--- src/rtl/alu_cmd_sequencer.sv ---
// rtl/alu_cmd_sequencer.sv - Command sequencer driving a combinational ALU from an accumulator.
// Optional completed-operation counter output op_count is enabled by defining ALU_SEQ_OPCOUNT_EN.
module alu_cmd_sequencer #(
    parameter int WIDTH = 4,
    parameter int CNT_W = 8
) (
    input  logic             clk,
    input  logic             rst_n,
    input  logic             cmd_valid,
    output logic             cmd_ready,
    input  logic             cmd_load,
    input  logic [2:0]       cmd_ctrl,
    input  logic [WIDTH-1:0] cmd_operand,
    output logic [WIDTH-1:0] alu_a,
    output logic [WIDTH-1:0] alu_b,
    output logic [2:0]       alu_ctrl,
    input  logic [WIDTH-1:0] alu_result,
    input  logic             alu_zero,
    output logic             res_valid,
    input  logic             res_ready,
    output logic [WIDTH-1:0] res_data,
`ifdef ALU_SEQ_OPCOUNT_EN
    output logic             res_zero,
    output logic [CNT_W-1:0] op_count
`else
    output logic             res_zero
`endif
);

    typedef enum logic [1:0] {
        S_IDLE,
        S_EXEC,
        S_HOLD
    } state_t;

    state_t           r_state;
    state_t           w_next;
    logic [WIDTH-1:0] r_acc;
    logic [WIDTH-1:0] r_b;
    logic [2:0]       r_ctrl;
    logic             r_load;
    logic [WIDTH-1:0] r_res_data;
    logic             r_res_zero;
    logic             r_res_valid;

    logic             w_accept;
    logic             w_done;
    logic [WIDTH-1:0] w_new_data;
    logic             w_new_zero;

    if (WIDTH < 1 || CNT_W < 1) begin : g_param_check
        $error("alu_cmd_sequencer: WIDTH and CNT_W must be at least 1");
    end

    assign w_accept   = cmd_valid && (r_state == S_IDLE);
    assign w_done     = res_ready && (r_state == S_HOLD);
    assign w_new_data = r_load ? r_b : alu_result;
    assign w_new_zero = r_load ? (r_b == '0) : alu_zero;

    always_comb begin
        w_next = r_state;
        case (r_state)
            S_IDLE:  if (cmd_valid) w_next = S_EXEC;
            S_EXEC:  w_next = S_HOLD;
            S_HOLD:  if (res_ready) w_next = S_IDLE;
            default: w_next = S_IDLE;
        endcase
    end

    always_ff @(posedge clk or negedge rst_n) begin
        if (!rst_n) begin
            r_state <= S_IDLE;
        end else begin
            r_state <= w_next;
        end
    end

    // ALU operands come only from registers, so the ALU sees a stable input for the whole EXEC cycle.
    always_ff @(posedge clk or negedge rst_n) begin
        if (!rst_n) begin
            r_acc       <= '0;
            r_b         <= '0;
            r_ctrl      <= 3'b000;
            r_load      <= 1'b0;
            r_res_data  <= '0;
            r_res_zero  <= 1'b0;
            r_res_valid <= 1'b0;
        end else begin
            if (w_accept) begin
                r_b    <= cmd_operand;
                r_ctrl <= cmd_ctrl;
                r_load <= cmd_load;
            end
            if (r_state == S_EXEC) begin
                r_acc       <= w_new_data;
                r_res_data  <= w_new_data;
                r_res_zero  <= w_new_zero;
                r_res_valid <= 1'b1;
            end else if (w_done) begin
                r_res_valid <= 1'b0;
            end
        end
    end

`ifdef ALU_SEQ_OPCOUNT_EN
    logic [CNT_W-1:0] r_op_count;

    always_ff @(posedge clk or negedge rst_n) begin
        if (!rst_n) begin
            r_op_count <= '0;
        end else if (w_done) begin
            r_op_count <= r_op_count + 1'b1;
        end
    end

    assign op_count = r_op_count;
`endif

    // Gated with rst_n so no command can be taken while reset is held.
    assign cmd_ready = (r_state == S_IDLE) && rst_n;
    assign alu_a     = r_acc;
    assign alu_b     = r_b;
    assign alu_ctrl  = r_ctrl;
    assign res_valid = r_res_valid;
    assign res_data  = r_res_data;
    assign res_zero  = r_res_zero;

endmodule

--- config.mk ---
export PLATFORM = sky130hd
export DESIGN_NAME = alu_cmd_sequencer
export DESIGN_NICKNAME = d
export VERILOG_FILES = /design/src/rtl/alu_cmd_sequencer.sv
export SDC_FILE = /design/constraint.sdc
export NUM_CORES = 1
export LEC_CHECK = 0
export ABC_AREA = 0
export BUFFER_PORTS_ARGS = -buffer_cell sky130_fd_sc_hd__buf_2
export CAP_MARGIN = 0
export CORE_UTILIZATION = 35
export CTS_CLUSTER_SIZE = 12
export DETAILED_ROUTE_END_ITERATION = 10
export GPL_TIMING_DRIVEN = 0
export PLACE_DENSITY = 0.67
export SLEW_MARGIN = 20
export SYNTH_ARGS = -nofsm -noshare
export SYNTH_HDL_FRONTEND = slang
export SYNTH_SLANG_ARGS = --single-unit
--- constraint.sdc ---
create_clock -name clk -period 2.7 [get_ports clk]
set_input_delay 0.135 -clock clk [delete_from_list [all_inputs] [get_ports clk]]
set_output_delay 0.135 -clock clk [all_outputs]
set_load 0.02 [all_outputs]
Yosys cells after proc, flatten, opt, wreduce, memory -nomap -nowiden

Cells that the tools add are included.
W data, S select, Z words.

Memory bits (read-only): 0
Memory bits (writable): 0
Latch bits: 0
Memories: 0
Logic and storage cells: 25
Register bits after elaboration: 16

Shift operators: 0
Bitwise operators: 0
Multiply operators: 0
$add $sub $neg: 0
Equal/unequal tests: 4
Reduce and logical (&&, ||, !) cells: 7
Div/mod/pow operators: 0
Order comparisons: 0
Mux-type cells: 7

Operators by type and width:

| kind                 | count |
|---|---|
| $pmux W2 S3          | 1 |
| $logic_not A4 Y1     | 1 |
| $mux W2              | 2 |
| $mux W4              | 1 |
| $ne A2 B2 Y1 const B | 2 |
| $logic_and A1 B1 Y1  | 3 |
| $mux W1              | 3 |
| $eq A2 B1 Y1 const B | 1 |
| $eq A2 B2 Y1 const B | 1 |
| $logic_not A2 Y1     | 1 |
| $reduce_and A2 Y1    | 1 |
| $reduce_bool A2 Y1   | 1 |

Logic depth before layout (Yosys ltp)

Gate-level depths: netlist of run 1.

Depth after elaboration: 4
Depth in mapped cells: 4
Gate-level depth less buffers: 3

Worst setup path after synthesis of run 1

Ideal clock, no wire load.

Path type: register to register
From: reg r_state[0]
To: reg r_b[0], in the netlist alu_b[0]
Path buffers: 1
Library setup time: 0.125 ns
Stages on the path, launching flop included: 4
Slack: 1.515 ns
Arrival time: 1.060 ns
Cell sequence: dfrtp_1 nor3b_2 buf_6 mux2_4

Cells in the longest elaborated chain, start to end: 2

Ends and longest elaborated chain:

| element                  | RTL line | RTL |
|---|---|---|
| start: declaration       | 36       | `state_t r_state;` |
| start signal: assignment | 74       | `r_state <= w_next;` |
| $logic_not A2 Y1         | 55       | `assign w_accept = cmd_valid && (r_state == S_IDLE);` |
| $logic_and A1 B1 Y1      | 55       |  |
| end signal: assignment   | 90       | `r_b <= cmd_operand;` |
| end: declaration         | 39       | `logic [WIDTH-1:0] r_b;` |

No other way between the ends.
A chain may end at the register's enable or synchronous reset.

Worst setup path in the final report of run 1

From: in rst_n
To: out cmd_ready

Cells in the longest elaborated chain, start to end: 1

Ends and longest elaborated chain:

| element             | RTL line | RTL |
|---|---|---|
| start: declaration  | 8        | `input logic rst_n,` |
| $logic_and A1 B1 Y1 | 120      | `assign cmd_ready = (r_state == S_IDLE) && rst_n;` |
| end: declaration    | 10       | `output logic cmd_ready,` |

No other way between the ends.

==> results of run 1 <==
-- cells in the final DEF, fill, tap and decap left out, drive strengths merged --
master	synthesis	layout
inv	1	1
clkbuf	1	4
nand2b	2	2
buf	6	40
o21ai	5	5
mux2	8	8
mux2i	4	4
dlygate4sd3	0	1
o41ai	1	1
nand2	6	6
nor2	1	1
dfrtp	16	16
nor3b	2	2
and4bb	1	1
a21oi	3	3
-- metal layers --
layer / up-vias / track usage (%) / part of all wire (%)
met3: 4 / 2.26 / 7.3
met4: 0 / 10.0 / 2.3
met5: - / 0 / 0
met1: 256 / 17.1 / 43
met2: 26 / 22.4 / 47
li1: 271 / - / -
-- path summary, 6_finish.rpt --
| check | startpoint | endpoint | slack (ns) | cells after the start |
|---|---|---|---|---|
| max in group asynchronous | rst_n | alu_ctrl[1] | 2.15 | 2 |
| min in group asynchronous | rst_n | res_valid | 0.28 | 2 |
| hold / removal | res_ready | r_state[1] | 0.05 | 2 |
| setup reg to reg | r_state[1] | alu_b[2] | 1.42 | 3 |
| hold reg to reg | res_zero | res_zero | 0.50 | 2 |
| setup / recovery | rst_n | cmd_ready | 1.16 | 4 |
-- report_power, final --
| part | switching, mW | internal (mW) | total (mW) |
|---|---|---|---|
| clock network | 0.0692 | 0.0517 | 0.121 |
| registers | 0.102 | 0.359 | 0.461 |
| logic | 0.334 | 0.313 | 0.647 |
| total | 0.506 | 0.723 | 1.23 |
-- through the flow --
stage | instances | area [sq um] | hold WS, ns | utilization (%) | power [mW]
after floorplan | 57 | 736 | -0.161 | - | 0.925
after global placement | 118 | 940 | 0.0665 | 47.9 | 1.10
after detailed placement | 118 | 940 | 0.0706 | 47.9 | 1.12
after CTS | 122 | 972 | 0.0380 | 49.6 | 1.25
after global routing | 122 | 972 | 0.0557 | 49.6 | 1.34
final | 122 | 972 | 0.0479 | 49.6 | 1.23
-- state kept, by name (all words and copies together) (netlist names) --
signal / count
alu_b: 4
res_data: 4
alu_ctrl: 3
r_state: 2
r_load: 1
res_valid: 1
res_zero: 1
-- final cells by class --
class | count | area, sq um | share of cell area [%]
Sequential cell | 16 | 400 | 41.2
Multi-Input combinational cell | 33 | 280 | 28.8
Timing Repair Buffer | 35 | 180 | 18.5
Buffer | 7 | 51.3 | 5.28
Tap cell | 27 | 33.8 | 3.47
Clock buffer | 3 | 22.5 | 2.32
Inverter | 1 | 3.75 | 0.386
-- logic make-up (layout without fill, tap and decap cells) --
logic type	count (synthesis)	count (layout)	synth area share, %
AOI/OAI and AO/OA	9	9	6.63
buffers and inverters	8	46	7.48
and+or+nand+nor	12	12	9.69
muxes	12	12	21.8
DFF	16	16	54.4
-- timing repair --
action	4_1_cts	5_1_grt
setup endpoints to repair	0	0
hold endpoints to repair	16	0
hold buffers	1	0
==> reports/results.ini, run 1 <==
[clocking]
cts-htree-levels = 1
worstSkewPairLatency_ns = 0.28
numClockSinks = 16
post_cts_buffers = 0
root_buffer = clkbuf_4
cts_tree = done
ctsResizeCount = 0
clk_path_buf_depth = 2
cts_buffers = 3
cts.clk_slew.worst_paths_ns = 0.09

[synthesis]
ys_ff_latch = 16
ys_top_cells_by_area = dfrtp_1 54%, mux2_4 16%, mux2i_1 5.4%
synth_edf_count = 0
synth_area_leader_cell = dfrtp_1
synthFlopType = dfrtp_1
synth_top_area_share_pct = 54.4
async_flop_share_pct = 100
ys_warn_count = 0
synth.most_common_cell = dfrtp_1
synth_common_cells = 16 x dfrtp_1, 8 x mux2_4, 6 x nand2_1
ys_seq_area_share_pct = 54.4
syn_inst = 57
synth_cell_types = 17
syn_nets = 74
netlist_area_sq_um = 736
avgSynthCellArea_sq_um = 12.9

[placement]
dp.final_hpwl_microns = 1010
place_congestion = 0.673
portBuffers = 34
pre_cts_ws_ns = 1.43

[critical_path]
critPathBufInv = 3
worstSetupEndpointType = output pin
cpMostUsedCell = buf_2
start_kind = input port
worstPathArrival_ns = 1.41
path_cells = dlygate4sd3_1 > buf_2 > nor3b_1 > buf_2
worstSetupPathType = input port to output pin
required_ns = 2.57
slowest_delay_ns = 0.51
cp_top_family = buffers and inverters
cp_max_fo = 17
cp_slowest_cell = dlygate4sd3_1

[global_route]
grt_pass1_vias = 493
antenna_found_initial = 0
grt_max_degree = 18
grt_usage_pct = 14.0
grt_pass1_wl_microns = 2100
grt_overflow = 0

[pwr]
leakage_nw = 0.514
vdd_drop_max_mv = 0.571
p_per_area_nw_per_um2 = 1260

[sta]
fin_tns_setup_ns = 0
finalHoldViolCount = 0
rsz0062_at_grt = no
slew_headroom_pct = 75.6
finalClockSkew_ns = 0.00542
drv_slew = 0
final-setup-viol-count = 0
period_needed_ns = 1.54
tightestPinTransition_ns = 0.365
timing.fmax_mhz = 648
min_period_over_period_pct = 57.1
setup_ws_ns = 1.16

[routing]
routed_wl_microns = 1360
dr.pass1.iters = 4
drtAntennaViolNets = 0
vias_per_cell = 4.57
drc = 0
drtIter0Drc = 4
wl_per_cell_microns = 11.2
vias = 557

[layout]
layout-drive-gt1-share_pct = 56.8
fin_nets = 114
n_antenna_cell = 0
fillCellCount = 200
area_growth_pct = 32.1

[floorplanning]
initial_core_util_pct = 37.5
die_area_sq_um = 2290
fp.dieW_microns = 47.8
die_h_microns = 47.8
row_count = 16
core_sq_um = 1960
io_pins = 35

[min_path]
worstHoldPathType = input port to flop

[job]
cap_violations = 0

[status]
status = completed

(Power assumes the default switching activity.)
==> run 2, diff against run 1 <==
==> constraint.sdc (replaced) <==
create_clock -name clk -period 1.5 [get_ports clk]
set_input_delay 0.075 -clock clk [delete_from_list [all_inputs] [get_ports clk]]
set_output_delay 0.075 -clock clk [all_outputs]
set_load 0.02 [all_outputs]
==> reports/results.ini, run 2 (same netlist as run 1, synthesis figures left out) <==
[sta]
finalHoldViolCount = 0
period_needed_ns = 1.35
finalClockSkew_ns = 0.00532
worst_hold_slack_ns = 0.0181
min_period_over_period_pct = 89.7
fin_tns_setup_ns = 0
tightestPinTransition_ns = 0.260
final-setup-viol-count = 0
rsz0062_at_grt = no
drv_slew = 0
timing.fmax_mhz = 743
slew_headroom_pct = 82.4

[layout]
area_growth_pct = 35.2
final_core_util_pct = 50.7
n_antenna_cell = 0
layout-drive-gt1-share_pct = 55.7
multi_input_area_sq_um = 280
final_common_cell = buf_2
fin_nets = 116
fillCellCount = 197
final_cell_mix = 34 x buf_2, 16 x dfrtp_1, 8 x mux2_4
seq_area_sq_um = 400

[critical_path]
cp_slowest_cell = dlygate4sd3_1
critPathBufInv = 3
crit_end = cmd_ready
r2r_slack_ns = 0.22
required_ns = 1.42
worstPathArrival_ns = 1.27
cp_top_family = buffers and inverters
worstSetupPathType = input port to output pin
start_kind = input port
slowest_delay_ns = 0.52
path_cells = dlygate4sd3_1 > clkbuf_4 > nor3b_1 > buf_2
regToRegEndpoint = alu_b[2]
worstSetupEndpointType = output pin
path_depth = 4
r2r_start = r_state[1]
cp_max_fo = 17
crit_path_start = rst_n
ff2ff_path_depth = 3

[clocking]
cts_buffers = 3
clk_path_buf_depth = 2
cts.clk_slew.worst_paths_ns = 0.09
numClockSinks = 16
cts_tree = done
cts-htree-levels = 1
root_buffer = clkbuf_4
worstSkewPairLatency_ns = 0.28

[floorplanning]
initial_core_util_pct = 37.5
die_area_sq_um = 2290
core_sq_um = 1960
io_pins = 35
row_count = 16
fp.dieW_microns = 47.8
die_h_microns = 47.8

[routing]
drtAntennaViolNets = 0
routed_wl_microns = 1400
vias_per_cell = 4.58
dr.pass1.iters = 4
wl_per_cell_microns = 11.3
drc = 0
vias = 568
drtIter0Drc = 4

[global_route]
grt-busiest-layer = met2
grt_overflow = 0
antenna_found_initial = 0
grt_use_met3_pct = 2.26
gr-usage-met2_pct = 23.0
grt_use_met1_pct = 17.3
grt_usage_pct = 14.3
grt_pass1_wl_microns = 2140
grt_max_degree = 18
grt_pass1_vias = 498

[pwr]
p_sw_mw = 0.914
combPwrFrac_pct = 52.7
seq_power_share_pct = 37.5
leakage_nw = 0.523
switching_share_pct = 41.2
p_per_area_nw_per_um2 = 2230
power_frac_clock_pct = 9.8
p_int_mw = 1.31
vdd_drop_max_mv = 1.03

[min_path]
worstHoldPathType = input port to flop

[placement]
dp.final_hpwl_microns = 1010
portBuffers = 34
place_congestion = 0.673

[status]
status = completed

[job]
cap_violations = 0

run 2: cell count changes in the layout (fill, tap and decap cells not counted):
cell,previous run,this run
dlygate4sd3_1,1,3
clkbuf_4,3,4
buf_2,35,34
run 2: worst min path at each step:
stage	endpoint	startpoint	cells after the start	slack [ns]
after floorplan	alu_b[0]	rst_n	0	-0.22
after global placement	res_data[3]	rst_n	1	0.007
after detailed placement	res_data[3]	rst_n	1	0.01
after CTS	alu_b[3]	cmd_operand[3]	2	0.007
after global routing	alu_b[0]	cmd_operand[0]	2	0.002
final	alu_b[0]	cmd_operand[0]	2	0.02
run 2: metal layers:
metal | vias up | part of all wire [%]
met4 | 0 | 2.3
met5 | - | 0
met3 | 4 | 7.1
met1 | 263 | 43
li1 | 275 | -
met2 | 26 | 47
run 2: layout make-up:
class | count | share of cell area (%)
buffer | 7 | 5.16
clock buffer | 3 | 2.26
inverter | 1 | 0.377
multi-input combinational | 33 | 28.2
sequential | 16 | 40.3
tap | 27 | 3.40
timing repair buffer | 37 | 20.4
run 2: through the flow:
step / total power [mW] / setup WS [ns] / cells / cell area (sq um)
after floorplan: 1.67 / 0.315 / 57 / 736
after global placement: 1.99 / 0.257 / 118 / 940
after detailed placement: 2.02 / 0.225 / 118 / 940
after CTS: 2.25 / 0.0562 / 123 / 982
after global routing: 2.41 / 0.0440 / 124 / 995
final: 2.22 / 0.155 / 124 / 995
run 2: what timing repair did:
item / 4_1_cts / 5_1_grt
endpoints found under the hold margin: 17 / 1
resized for setup: 0 / 1
setup endpoints to repair: 0 / 1
hold buffers: 2 / 1
setup buffers: 0 / 0
run 2: power by group through the flow:
| stage | Combinational [mW] | Clock, mW | Sequential, mW |
|---|---|---|---|
| final | 1.17 | 0.218 | 0.832 |
| after global routing | 1.29 | 0.249 | 0.867 |
| after CTS | 1.18 | 0.229 | 0.835 |
| after detailed placement | 1.18 | 0 | 0.842 |
| after global placement | 1.16 | 0 | 0.826 |
| after floorplan | 0.639 | 0 | 1.03 |
